`src/rtl/hilo_if.sv`:
```
// Core-facing and multiplier-facing signals of the HI/LO issue/writeback stage.
interface hilo_if;
    logic        start;
    logic        is_signed;
    logic [31:0] op_a;
    logic [31:0] op_b;
    logic        mthi;
    logic        mtlo;
    logic [31:0] wdata;
    logic        mfhi;
    logic        mflo;
    logic [31:0] rdata;
    logic [31:0] mul_a;
    logic [31:0] mul_b;
    logic [31:0] mul_hi;
    logic [31:0] mul_lo;
    logic [31:0] hi;
    logic [31:0] lo;
    logic        busy;
    logic        stall;
    logic        done;

    // Seen from the HI/LO unit
    modport slave (
        input  start, is_signed, op_a, op_b, mthi, mtlo, wdata, mfhi, mflo,
               mul_hi, mul_lo,
        output rdata, mul_a, mul_b, hi, lo, busy, stall, done
    );

    // Seen from the core / multiplier side
    modport master (
        output start, is_signed, op_a, op_b, mthi, mtlo, wdata, mfhi, mflo,
               mul_hi, mul_lo,
        input  rdata, mul_a, mul_b, hi, lo, busy, stall, done
    );
endinterface

```
`src/rtl/hilo_unit.sv`:
```
// HI/LO issue/writeback stage around an external pipelined 32x32 unsigned
// multiplier: feeds operand magnitudes, waits MUL_LATENCY edges, then
// sign-corrects the product into HI/LO. Also handles MTHI/MTLO/MFHI/MFLO.
module hilo_unit #(
    parameter int MUL_LATENCY = 2
) (
    input  logic   clock,
    input  logic   reset,
    hilo_if.slave  bus
);
    typedef enum logic {IDLE, WAIT} state_t;

    state_t      state, state_nxt;
    logic [3:0]  cnt;
    logic        neg;
    logic [31:0] mul_a_q, mul_b_q, hi_q, lo_q;
    logic        done_q;
    logic        accept;
    logic        last;

    // A start is only taken from IDLE; last marks the writeback edge.
    assign accept = (state == IDLE) && bus.start;
    assign last   = (state == WAIT) && (cnt == 4'd1);

    // State register
    always_ff @(posedge clock) begin
        if (reset) state <= IDLE;
        else       state <= state_nxt;
    end

    // Next-state logic
    always_comb begin
        state_nxt = state;
        case (state)
            IDLE:    if (bus.start) state_nxt = WAIT;
            WAIT:    if (cnt == 4'd1) state_nxt = IDLE;
            default: state_nxt = IDLE;
        endcase
    end

    // Operand capture, latency count, HI/LO writeback and move-to writes
    always_ff @(posedge clock) begin
        if (reset) begin
            mul_a_q <= '0;
            mul_b_q <= '0;
            neg     <= 1'b0;
            cnt     <= '0;
            hi_q    <= '0;
            lo_q    <= '0;
            done_q  <= 1'b0;
        end else begin
            done_q <= last;
            if (accept) begin
                // 0x80000000 negates to itself, which is the right magnitude
                mul_a_q <= (bus.is_signed && bus.op_a[31]) ? -bus.op_a : bus.op_a;
                mul_b_q <= (bus.is_signed && bus.op_b[31]) ? -bus.op_b : bus.op_b;
                neg     <= bus.is_signed & (bus.op_a[31] ^ bus.op_b[31]);
                cnt     <= 4'(MUL_LATENCY);
            end else if (state == WAIT) begin
                cnt <= cnt - 4'd1;
                if (cnt == 4'd1)
                    {hi_q, lo_q} <= neg ? -{bus.mul_hi, bus.mul_lo}
                                        :  {bus.mul_hi, bus.mul_lo};
            end else begin
                if (bus.mthi) hi_q <= bus.wdata;
                if (bus.mtlo) lo_q <= bus.wdata;
            end
        end
    end

    // Status outputs and move-from read port
    always_comb begin
        bus.busy  = (state == WAIT);
        bus.stall = (state == WAIT) &
                    (bus.start | bus.mthi | bus.mtlo | bus.mfhi | bus.mflo);
        bus.rdata = '0;
        if (!bus.stall) begin
            if (bus.mfhi)      bus.rdata = hi_q;
            else if (bus.mflo) bus.rdata = lo_q;
        end
    end

    assign bus.mul_a = mul_a_q;
    assign bus.mul_b = mul_b_q;
    assign bus.hi    = hi_q;
    assign bus.lo    = lo_q;
    assign bus.done  = done_q;
endmodule

```
`src/flat_wrapper.sv`:
```
// flat-port wrapper written by rule: the top's interface ports become plain ports
module hilo_unit_flat 
#(
    parameter int MUL_LATENCY = 2
)
  (clock, reset, bus_start, bus_is_signed, bus_op_a, bus_op_b, bus_mthi, bus_mtlo, bus_wdata, bus_mfhi, bus_mflo, bus_mul_hi, bus_mul_lo, bus_rdata, bus_mul_a, bus_mul_b, bus_hi, bus_lo, bus_busy, bus_stall, bus_done);
  hilo_if bus_i ();
  input  logic clock;
  input  logic reset;
  input wire logic [$bits(bus_i.start)-1:0] bus_start;
  input wire logic [$bits(bus_i.is_signed)-1:0] bus_is_signed;
  input wire logic [$bits(bus_i.op_a)-1:0] bus_op_a;
  input wire logic [$bits(bus_i.op_b)-1:0] bus_op_b;
  input wire logic [$bits(bus_i.mthi)-1:0] bus_mthi;
  input wire logic [$bits(bus_i.mtlo)-1:0] bus_mtlo;
  input wire logic [$bits(bus_i.wdata)-1:0] bus_wdata;
  input wire logic [$bits(bus_i.mfhi)-1:0] bus_mfhi;
  input wire logic [$bits(bus_i.mflo)-1:0] bus_mflo;
  input wire logic [$bits(bus_i.mul_hi)-1:0] bus_mul_hi;
  input wire logic [$bits(bus_i.mul_lo)-1:0] bus_mul_lo;
  output wire logic [$bits(bus_i.rdata)-1:0] bus_rdata;
  output wire logic [$bits(bus_i.mul_a)-1:0] bus_mul_a;
  output wire logic [$bits(bus_i.mul_b)-1:0] bus_mul_b;
  output wire logic [$bits(bus_i.hi)-1:0] bus_hi;
  output wire logic [$bits(bus_i.lo)-1:0] bus_lo;
  output wire logic [$bits(bus_i.busy)-1:0] bus_busy;
  output wire logic [$bits(bus_i.stall)-1:0] bus_stall;
  output wire logic [$bits(bus_i.done)-1:0] bus_done;
  assign bus_i.start = bus_start;
  assign bus_i.is_signed = bus_is_signed;
  assign bus_i.op_a = bus_op_a;
  assign bus_i.op_b = bus_op_b;
  assign bus_i.mthi = bus_mthi;
  assign bus_i.mtlo = bus_mtlo;
  assign bus_i.wdata = bus_wdata;
  assign bus_i.mfhi = bus_mfhi;
  assign bus_i.mflo = bus_mflo;
  assign bus_i.mul_hi = bus_mul_hi;
  assign bus_i.mul_lo = bus_mul_lo;
  assign bus_rdata = bus_i.rdata;
  assign bus_mul_a = bus_i.mul_a;
  assign bus_mul_b = bus_i.mul_b;
  assign bus_hi = bus_i.hi;
  assign bus_lo = bus_i.lo;
  assign bus_busy = bus_i.busy;
  assign bus_stall = bus_i.stall;
  assign bus_done = bus_i.done;
  hilo_unit #(.MUL_LATENCY(MUL_LATENCY)) u_core (.clock(clock), .reset(reset), .bus(bus_i));
endmodule
```
`config.mk`:
```
export PLATFORM = sky130hd
export DESIGN_NAME = hilo_unit_flat
export DESIGN_NICKNAME = d
export VERILOG_FILES = /design/src/rtl/hilo_if.sv /design/src/rtl/hilo_unit.sv /design/src/flat_wrapper.sv
export SDC_FILE = /design/constraint.sdc
export NUM_CORES = 1
export LEC_CHECK = 0
export CAP_MARGIN = 20
export CORE_MARGIN = 1.5
export CORE_UTILIZATION = 25
export DETAILED_ROUTE_END_ITERATION = 16
export GPL_TIMING_DRIVEN = 1
export PLACE_DENSITY_LB_ADDON = 0.12
export REMOVE_ABC_BUFFERS = 1
export SLEW_MARGIN = 5
export SYNTH_ARGS = -nofsm -noshare
export SYNTH_HDL_FRONTEND = slang
export SYNTH_SLANG_ARGS = --single-unit
```
`constraint.sdc`:
```
create_clock -name clock -period 3.3 [get_ports clock]
set_clock_uncertainty 0.1 [all_clocks]
set_input_delay 0.495 -clock clock [delete_from_list [all_inputs] [get_ports clock]]
set_output_delay 0.495 -clock clock [all_outputs]
set_load 0.02 [all_outputs]
```
==> results.toml <==
[status]
outcome = "finished, final reports clean"

[power]
combinationalPowerShare_pct = 27.2
peakVddDrop_mv = 0.364
power_switching_mw = 1.69
power_leakage_nw = 4.91
powerDensity_nw_per_um2 = 392
power_frac_seq_pct = 34.2
internal_power_mw = 3.75
clockPowerShare_pct = 38.6
power.share.switching_pct = 31.1
p_total_mw = 5.44

[floorplan]
dieArea_um2 = 36600
fp.dieW_um = 191
core_um2 = 34700
die_h_um = 191
rows = 68
ioPinCount = 331
start_util_pct = 25.6

[routing]
wl_per_cell_um = 19.7
viasPerCell = 5.06
via_count = 10300
drc = 0
dr.first_iter.drc_count = 519
drt_wl_total_um = 40200
ant_nets = 0
drt_first_pass_iters = 5

[setup_path]
crit_buf_inv = 4
cp.required_ns = 3.52
worstReg2RegStart = "u_core.cnt[0]"
critPathArrivalTime_ns = 3.20
r2r_setup_slack_ns = 0.75
end_kind = "register"
critPathSlowestCell = "or4_2"
worstSetupPathType = "primary input to register"
worst_path_largest_cell_delay_ns = 0.60
start_kind = "primary input"
path_cells = "clkdlybuf4s50_1, inv_1, ha_1, nor4b_1, buf_4, nand4_1, buf_4, or4_2, nor4_1, nand2_1, nor3b_1"
critPathMaxFanout = 5
rr_endpoint = "u_core.bus.lo[28]"
cpMostUsedCell = "buf_4"
reg2reg_depth = 10
path_delay_family = "simple AND/OR/NAND/NOR gates"

[clock_tree]
root_buffer = "clkbuf_16"
cts_sinks = 135
clk_latency_ns = 0.43
path_clk_slew_ns = 0.06
cts_resized = 0
hold_buffers = 0
htreeDepth = 4
cts_buffer_depth = 2
numCtsBuffers = 17
cts_setup_buffers = 0
cts_tree = "done"

[min_path]
holdPathStages = 2
min_from = "u_core.bus.mul_a[18]"
min_to = "u_core.bus.mul_a[18]"
hold_class = "register to register"

[yosys]
yosysTopAreaCell = "dfxtp_1"
synth-edff-count = 0
netlist.area_leader.share_pct = 30.4
syn-cell-area_um2 = 8880
synthCells = 1201
syn_avg_cell_area_um2 = 7.39
ys_seq_area_share_pct = 30.4
yosysWarnings = 0
synth_cell_types = 72
yosys_register_bits = 135
synth_ff_type = "dfxtp_1"
async_reset_ff_share_pct = 0
synthTopCellsByArea = "dfxtp_1 (30%), nor2_1 (7.1%), a21oi_1 (6.4%)"

[sta]
max_slew_margin_pct = 51.6
fmax_mhz = 335
fin_ws_ns = 0.319
period_share_pct = 90.3
tightest_slew_ns = 0.723
fin_tns_setup_ns = 0
whs_ns = 0.351
period_needed_ns = 2.98
rsz0062_at_grt = "false"
slew_violations = 0
setup-violations-final = 0
hold_viol_final = 0

[placement]
post-place-ws_ns = -0.0800
dp.cells = 2005
place_hpwl_um = 30700
globalplace.congestion = 0.915
port_buffers = 330
placed_area_um2 = 13200

[layout]
layout_common_cells = "clkdlybuf4s50_1 (326), nor2_1 (167), dfxtp_1 (133)"
final_nets = 1742
final_area_um2 = 13900
mostFrequentLayoutCell = "clkdlybuf4s50_1"
syn2layout_area_growth_pct = 56.3
post-route-util_pct = 40.0
drive_gt1_share_pct = 11.0
layout.cells.non_filler = 2038

[global_route]
gr-usage-all-layers_pct = 21.7
antenna_found_initial = 2
grt_pass1_wl_um = 60000
grt_pass1_vias = 9934
overflow = 0
grt_max_degree = 96

[job]
cap_violations = 0
==> sequential cells by signal (all words and copies together) (netlist names) <==
signal	flops
u_core.bus.busy	1
u_core.bus.mul_a	32
u_core.bus.done	1
u_core.neg	1
u_core.bus.lo	32
u_core.bus.mul_b	32
u_core.cnt	4
u_core.bus.hi	32
==> power by group through the flow <==
stage / clock network (mW) / logic (mW) / registers [mW]
floorplan: 0 / 0.461 / 2.04
global placement: 0 / 1.49 / 1.90
detailed placement: 0 / 1.49 / 1.89
CTS: 2.15 / 1.50 / 1.86
global route: 2.22 / 1.60 / 1.88
finish: 2.10 / 1.48 / 1.86
==> worst reg2reg max path: stages (launching register included) <==
cell      delay, ns
dfxtp_1        0.39
ha_1           0.20
nor4bb_4       0.33
buf_4          0.35
a21oi_2        0.10
buf_4          0.23
nor2_1         0.15
buf_4          0.24
o21ai_0        0.16
a21oi_1        0.16
a21o_1         0.10
==> routing by layer <==
metal	part of all wire (%)	routed length, um	global-route usage [%]
met1	44	17800	27.3
met4	1.8	743	5.95
met5	0.020	8	0
met3	8.5	3400	7.42
met2	46	18300	35.0
==> worst max path at each step <==
stage	cells past startpoint	start	slack (ns)	end
finish	11	bus_mul_lo[1]	0.32	u_core.bus.hi[10]
global route	11	bus_mul_lo[1]	0.12	u_core.bus.hi[10]
CTS	8	bus_mul_lo[1]	0.36	u_core.bus.hi[7]
detailed placement	8	bus_mul_lo[1]	-0.08	u_core.bus.hi[7]
global placement	8	bus_mul_lo[1]	-0.11	u_core.bus.hi[7]
floorplan	5	u_core.bus.busy	-4.15	u_core.bus.hi[24]
==> Yosys cell counts (all sizes together) (8+ instances only) <==
library cell  number
a211oi            37
a21o              15
a21oi            113
a221oi             8
a311oi             8
a31oi             13
buf               11
clkbuf            77
dfxtp            135
inv               19
mux2i             11
nand2            101
nand3             15
nor2             168
nor3              38
nor3b             16
nor4              27
o21ai            107
o22ai              8
o31ai             22
o41ai             10
or3               34
or4               32
xnor2             39
xor2              58
==> final cells by class <==
type	count	area, um2
clock inverter	13	178
antenna	1	2.50
fill	3629	20800
timing repair buffer	437	4160
tap	455	569
inverter	19	71.3
multi-input combinational	959	5740
sequential	135	2710
clock buffer	19	453
==> kinds of logic after synthesis <==
logic type	Yosys count	synth area share [%]
compound gates	370	25.7
xor+xnor	97	9.57
fa+ha+maj	5	0.705
buf+inv	107	5.21
flops	135	30.4
mux	11	1.24
simple gates	476	27.2
No activity file was read; power rests on OpenSTA's default activity.
